File: config.mk
export PLATFORM = sky130hd
export DESIGN_NAME = perf_event_collector
export DESIGN_NICKNAME = d
export VERILOG_FILES = /design/src/rtl/perf_event_collector.sv
export SDC_FILE = /design/constraint.sdc
export NUM_CORES = 2
export LEC_CHECK = 0
export CAP_MARGIN = 10
export CORE_MARGIN = 1.5
export CORE_UTILIZATION = 35
export CTS_CLUSTER_DIAMETER = 120
export DETAILED_ROUTE_END_ITERATION = 10
export DONT_BUFFER_PORTS = 1
export SYNTH_ARGS = -nofsm -noshare
export SYNTH_HDL_FRONTEND = slang
export SYNTH_SLANG_ARGS = --single-unit
File: constraint.sdc
create_clock -name clk -period 29.2 [get_ports clk]
set_clock_uncertainty 0.1 [all_clocks]
set_input_delay 5.84 -clock clk [delete_from_list [all_inputs] [get_ports clk]]
set_output_delay 5.84 -clock clk [all_outputs]
set_load 0.02 [all_outputs]
File: src/rtl/perf_event_collector.sv
// Performance event collector: saturating live counters, a snapshot on request or interval,
// a valid/ready drain of the snapshot, and the free-running 64-bit cycle counter.
module perf_event_collector #(
   parameter int EVENT_NUM = 8,
   parameter int CNT_WIDTH = 32,
   parameter int INTERVAL  = 1024,
   parameter int IDX_WIDTH = (EVENT_NUM > 1) ? $clog2(EVENT_NUM) : 1
) (
   input  logic                 clk,
   input  logic                 rst,
   input  logic                 en_i,
   input  logic [EVENT_NUM-1:0] event_i,
   input  logic                 dump_req_i,
   output logic                 out_valid_o,
   input  logic                 out_ready_i,
   output logic [IDX_WIDTH-1:0] out_idx_o,
   output logic [CNT_WIDTH-1:0] out_cnt_o,
   output logic [63:0]          out_cycle_o,
   output logic                 out_last_o,
   output logic                 busy_o,
   output logic                 overrun_o,
   output logic [63:0]          cycle_cnt_o
);
   typedef enum logic {IDLE, DRAIN} state_e;

   localparam logic [IDX_WIDTH-1:0] LAST_IDX = IDX_WIDTH'(EVENT_NUM - 1);

   state_e                              state_q, state_d;
   logic                                tick, trigger, snap;
   logic [EVENT_NUM-1:0][CNT_WIDTH-1:0] snap_val, shadow_all;
   logic [IDX_WIDTH-1:0]                idx_q, idx_d, nxt_idx;
   logic [CNT_WIDTH-1:0]                cnt_q, cnt_d;
   logic [63:0]                         cycle_q, out_cycle_q, out_cycle_d;
   logic                                last_q, last_d, overrun_q, overrun_d;

   assign trigger = dump_req_i || tick;
   assign snap    = (state_q == IDLE) && trigger;
   assign nxt_idx = idx_q + IDX_WIDTH'(1);

   always_ff @(posedge clk or posedge rst) begin
      if (rst) cycle_q <= '0;
      else     cycle_q <= cycle_q + 64'd1;
   end

   if (INTERVAL > 0) begin : g_timer
      localparam int TW = (INTERVAL > 1) ? $clog2(INTERVAL) : 1;
      logic [TW-1:0] timer_q;
      assign tick = (timer_q == TW'(INTERVAL - 1));
      always_ff @(posedge clk or posedge rst) begin
         if (rst)       timer_q <= '0;
         else if (tick) timer_q <= '0;
         else           timer_q <= timer_q + TW'(1);
      end
   end else begin : g_no_timer
      assign tick = 1'b0;
   end

   for (genvar gi = 0; gi < EVENT_NUM; gi++) begin : g_evt
      logic [CNT_WIDTH-1:0] live_q, shadow_q;
      logic                 inc;
      assign inc = en_i && event_i[gi];
      // Saturated next count; a snapshot in this cycle captures it so same-cycle events are kept.
      assign snap_val[gi]   = (inc && (live_q != '1)) ? live_q + CNT_WIDTH'(1) : live_q;
      assign shadow_all[gi] = shadow_q;
      always_ff @(posedge clk or posedge rst) begin
         if (rst) begin
            live_q   <= '0;
            shadow_q <= '0;
         end else if (snap) begin
            live_q   <= '0;
            shadow_q <= snap_val[gi];
         end else begin
            live_q   <= snap_val[gi];
         end
      end
   end

   always_ff @(posedge clk or posedge rst) begin
      if (rst) begin
         state_q     <= IDLE;
         idx_q       <= '0;
         cnt_q       <= '0;
         last_q      <= 1'b0;
         out_cycle_q <= '0;
         overrun_q   <= 1'b0;
      end else begin
         state_q     <= state_d;
         idx_q       <= idx_d;
         cnt_q       <= cnt_d;
         last_q      <= last_d;
         out_cycle_q <= out_cycle_d;
         overrun_q   <= overrun_d;
      end
   end

   // Record registers hold their last values in IDLE so the port never shows X.
   always_comb begin
      state_d     = state_q;
      idx_d       = idx_q;
      cnt_d       = cnt_q;
      last_d      = last_q;
      out_cycle_d = out_cycle_q;
      overrun_d   = overrun_q || ((state_q == DRAIN) && trigger);
      case (state_q)
         IDLE: begin
            if (trigger) begin
               state_d     = DRAIN;
               idx_d       = '0;
               cnt_d       = snap_val[0];
               last_d      = (LAST_IDX == '0);
               out_cycle_d = cycle_q;
            end
         end
         DRAIN: begin
            if (out_ready_i) begin
               if (last_q) begin
                  state_d = IDLE;
               end else begin
                  idx_d  = nxt_idx;
                  cnt_d  = shadow_all[nxt_idx];
                  last_d = (nxt_idx == LAST_IDX);
               end
            end
         end
         default: state_d = IDLE;
      endcase
   end

   assign out_valid_o = (state_q == DRAIN);
   assign busy_o      = (state_q == DRAIN);
   assign out_idx_o   = idx_q;
   assign out_cnt_o   = cnt_q;
   assign out_last_o  = last_q;
   assign out_cycle_o = out_cycle_q;
   assign overrun_o   = overrun_q;
   assign cycle_cnt_o = cycle_q;
endmodule

Word level (Yosys, flattened, before mapping)
Index checks and enable logic that the tools add are counted.
Storage, ports and cells
  bits in registers: 688
  latch bits: 0
  memory bits (writable): 0
  memory bits (read-only): 0
  output and inout port bits: 167
  word-level logic and storage cells: 108
  memories kept: 0
Operators by class
  $add $sub $neg: 11
  multipliers: 0
  div/mod/pow operators: 0
  $lt $le $gt $ge: 1
  eq/ne operators: 13
  shift-type cells: 0
  muxes and demuxes: 35
  bitwise gates (word level): 1
  reductions and logical operators: 23
Operators with widths (count)
  two-way mux 32 bit: 20
  adder 32 x 1 -> 32 bit (second input constant): 8
  inequality test 32 bit (second input constant): 8
  binary-select mux 32 bit (select 3 bit): 1
  adder 64 x 1 -> 64 bit (second input constant): 1
  one-hot mux 32 bit (2 select lines): 1
  logical AND 1 bit: 18
  adder 10 x 1 -> 10 bit (second input constant): 1
  == test 10 bit (second input constant): 1
  two-way mux 10 bit: 1
  two-way mux 3 bit: 3
  two-way mux 1 bit: 6
  inequality test 2 bit (second input constant): 3
  one-hot mux 3 bit (2 select lines): 1
  less-than comparator 3 x 4 -> 1 bit (second input constant): 1
  one-hot mux 1 bit (2 select lines): 2
  AND reduction 2 bit: 2
  adder 3 x 1 -> 3 bit (second input constant): 1
  == test 3 bit (second input constant): 1
  AND reduction 3 bit: 1
  logical OR 1 bit: 2
  inverter 1 bit: 1

Logic depth before layout (Yosys ltp)
  word-level depth: 6
  gate-level depth with buffers: 11
  gate-level depth less buffers: 7

Least setup slack after synthesis
OpenSTA, ideal clock, no wires.
  path kind: in2reg
  from: input port en_i
  to: register cnt_q[31], in the netlist out_cnt_o[31]
  setup time: 0.123 ns
  arrival time: 7.349 ns
  setup slack: 21.628 ns
  stages on the path: 6
  cell sequence: and4_1 > or4b_4 > nor4_2 > nand4_1 > xnor2_1 > o221a_2
Between the ends
  word-level cells in the longest chain between the ends: 5
Ends and longest elaborated chain
  from (decl): RTL line 11  | input logic en_i,
  logical AND 1 bit: RTL line 61  | assign inc = en_i && event_i[gi];
  logical AND 1 bit: RTL line 63  | assign snap_val[gi] = (inc && (live_q != '1)) ? live_q + CNT_WIDTH'(1) : live_q;
  two-way mux 32 bit: RTL line 63
  two-way mux 32 bit: RTL line 106  | if (trigger) begin
  one-hot mux 32 bit (2 select lines): RTL line 104  | case (state_q)
  to (signal assigned): RTL line 89  | cnt_q <= cnt_d;
  to (decl): RTL line 32  | logic [CNT_WIDTH-1:0] cnt_q, cnt_d;
No other way between the ends. The select of a mux whose other input is x is not followed.
A chain may end at the register's enable or synchronous reset.

Final worst setup path
  from: input port dump_req_i
  to: register g_evt[7].shadow_q[26]
Between the ends
  word-level cells in the longest chain between the ends: 2
Ends and longest elaborated chain
  from (decl): RTL line 13  | input logic dump_req_i,
  logical OR 1 bit: RTL line 36  | assign trigger = dump_req_i || tick;
  logical AND 1 bit: RTL line 37  | assign snap = (state_q == IDLE) && trigger;
  to (signal assigned): RTL line 71  | shadow_q <= snap_val[gi];
  to (decl): RTL line 59  | logic [CNT_WIDTH-1:0] live_q, shadow_q;
No other way between the ends.

==> results.md <==
* Fraction of registers with async set/reset at 1.00
* Fillers at 8647
* Crit end category: flop
* Synth top area share at 0.546
* CTS Buffer Depth at 3
* DR pass1 iterations at 6
* Most frequent cells in the layout: dfrtp_1, nand2_1, nor2_1
* WL final at 84.9 mm
* Reg-to-Reg Start: g_timer.timer_q[0]$_DFF_PP0_
* Syn_nets at 3145
* Fmax at 0.122 GHz
* CP required at 29520 ps
* CTS tree: yes
* Post-CTS Resized at 0
* Final hold violations at 0
* Relative slew slack at 0.257
* CTS H-tree depth at 3
* First-pass GRT wire length at 131 mm
* Critical Path Fanout Max at 124
* Hpwl dp at 59.8 mm
* Worst Hold Launch: g_evt[4].shadow_q[12]$_DFFE_PP0P_
* Die ar. at 92000 um^2
* Vias in the first global route at 21600
* MaxCap Viol Count at 0
* Most common cell after layout, fill and taps aside: dfrtp_1
* Clk Latency, worst-skew pair at 620 ps
* Post-Synthesis Cell Area at 31600 um^2
* HP Class: flop to flop
* P&R area growth vs syn at 12.5%
* Register area share after synthesis at 0.546
* Root Driver: clkbuf_16
* Worst Path Class, Setup: input port to flop
* Initial DRC Count at 2065
* FF+latch count, synth at 688
* Post-route clock period utilization at 0.280
* Post-cts hold buffer count at 0
* R2R setup slack at 25010 ps
* Post-synthesis average cell area at 10.1 um^2
* Area leader, netlist: dfrtp_1
* Netlist cell types at 79
* Clock transition at the registers of the reported paths at 60 ps
* Via count at 22500
* Residual DRC at 0
* Via density at 5.23
* Worst-margin pin slew at 1120 ps
* IO Port Bufs at 0
* Hold Path Depth at 2
* WL/cell at 19.7 um
* Initial antenna violation count at 3
* Number of synthesized flops with an enable pin at 0
* CP Launch Type: input port
* Total gr overflow at 0
* Setup TNS at 0 ps
* Worst-case reg-to-reg path depth at 9
* Yosys warns at 0
* Setup WS post-layout at 21020 ps
* Nets at 3101
* RR Endpoint: g_evt[7].shadow_q[26]$_DFFE_PP0P_
* Total GRT Usage at 0.183
* Layout cells sized above 1 at 0.0855
* Initial cell density of the core at 0.355
* Leak at 0.0157 uW
* Core area at 88900 um^2
* Post-CTS Setup Inserts at 0
* Outcome: complete, no violations
* Slew Limit Fails at 0
* RSZ-0062 raised after global routing: no
* Largest net degree at the start of global routing at 224
* Final Setup Violations at 0
* Top_reg_cell synth: dfrtp_1
* Pwr/cell area at 72.2 nW/um^2
* Max rail drop VDD at 0.0566 mV
* Clock sinks at 688
* GP Congestion at 0.929
* # rows at 109
* Die Span X at 303 um
* TritonCTS buffer count at 76
* Antenna Nets Post-Route at 0
* Synth area leaders: dfrtp_1, nand2_1, mux4_2
* Post-Synthesis Cells at 3120
* CP arrival at 8500 ps
* Endpoint, Worst Hold: g_evt[4].shadow_q[12]$_DFFE_PP0P_
* Chip height at 303 um
* Setup WS pre-CTS at 20480 ps
* Fin crit period at 8180 ps
* IO Pins at 180
-- synth_stat cells (all sizes together) (40+ instances only) --
cell,number
and3,66
and4,40
buf,67
clkbuf,84
dfrtp,688
mux4,64
nand2,573
nand3,143
nand4,112
nor2,373
nor3,64
o21ai,266
xnor2,146
xor2,157
-- critical path: stages --
cell	delay (ps)
o21bai_4	110
buf_4	570
buf_4	670
buf_4	880
o21ai_0	280
-- how the worst max path moves through the flow --
stage,startpoint,to,depth (start not counted)
5_1_grt,dump_req_i,g_evt[7].shadow_q[26]$_DFFE_PP0P_,5
3_5_place_dp,dump_req_i,g_evt[7].shadow_q[24]$_DFFE_PP0P_,5
2_1_floorplan,rst,busy_o$_DFF_PP0_,1
4_1_cts,dump_req_i,g_evt[7].shadow_q[26]$_DFFE_PP0P_,5
6_report,dump_req_i,g_evt[7].shadow_q[26]$_DFFE_PP0P_,5
3_3_place_gp,dump_req_i,g_evt[0].shadow_q[21]$_DFFE_PP0P_,4
-- stage by stage --
stage / power (uW) / cell area [um^2] / std cells / hold slack (ps) / util
final: 2560 / 35500 / 4302 / 375 / 0.399
after CTS: 2590 / 35500 / 4300 / 378 / 0.399
after global routing: 2670 / 35500 / 4301 / 387 / 0.399
after global placement: 1500 / 32700 / 4162 / 353 / 0.367
after floorplan: 1380 / 31600 / 3120 / 334 / -
after detailed placement: 1500 / 32700 / 4162 / 365 / 0.367
-- registers in the layout, summed over array words and instances (netlist names), 3 cells and up --
signal           count
g_evt.shadow_q     256
g_evt.live_q       256
out_cycle_o         64
g_timer.timer_q     10
out_cnt_o           32
out_idx_o            3
cycle_cnt_o         64
-- routing by layer --
metal  track usage  vias to the layer above  share of wire
met1         0.264                    11200           0.47
met5             0                        -              0
met2         0.283                      508           0.46
met3        0.0349                      118          0.054
li1              -                    10700              -
met4        0.0489                        0          0.022
-- logic make-up (layout without fill, tap and decap cells) --
logic type               count (synthesis)  in the layout  synth area share
multiplexers                           108            108            0.0601
flip-flops                             688            688             0.546
AO/OA/AOI/OAI                          371            371            0.0679
buffers and inverters                  175            191            0.0237
adder cells (fa/ha/maj)                 12             12           0.00476
AND/OR/NAND/NOR                       1463           1463             0.214
other                                    0              1                 0
XOR/XNOR                               303            303            0.0841
-- power breakdown --
| part | switching (uW) | leakage, uW | internal, uW | total (uW) |
|---|---|---|---|---|
| sequential | 88.7 | 0.00948 | 1010 | 1100 |
| clock | 395 | 0.00138 | 684 | 1080 |
| combinational | 257 | 0.00489 | 130 | 387 |
| total | 740 | 0.0157 | 1820 | 2560 |
-- cell type report --
type	count	area, um^2	share of cell area
multi-input combinational	2257	13600	0.384
clock buffer	103	2190	0.0616
sequential	688	17200	0.485
timing repair buffer	29	240	0.00677
antenna	1	2.50	0.0000705
tap	1165	1460	0.0411
inverter	24	97.6	0.00275
clock inverter	35	643	0.0181
Note: power is estimated with default switching activity, not from simulation.
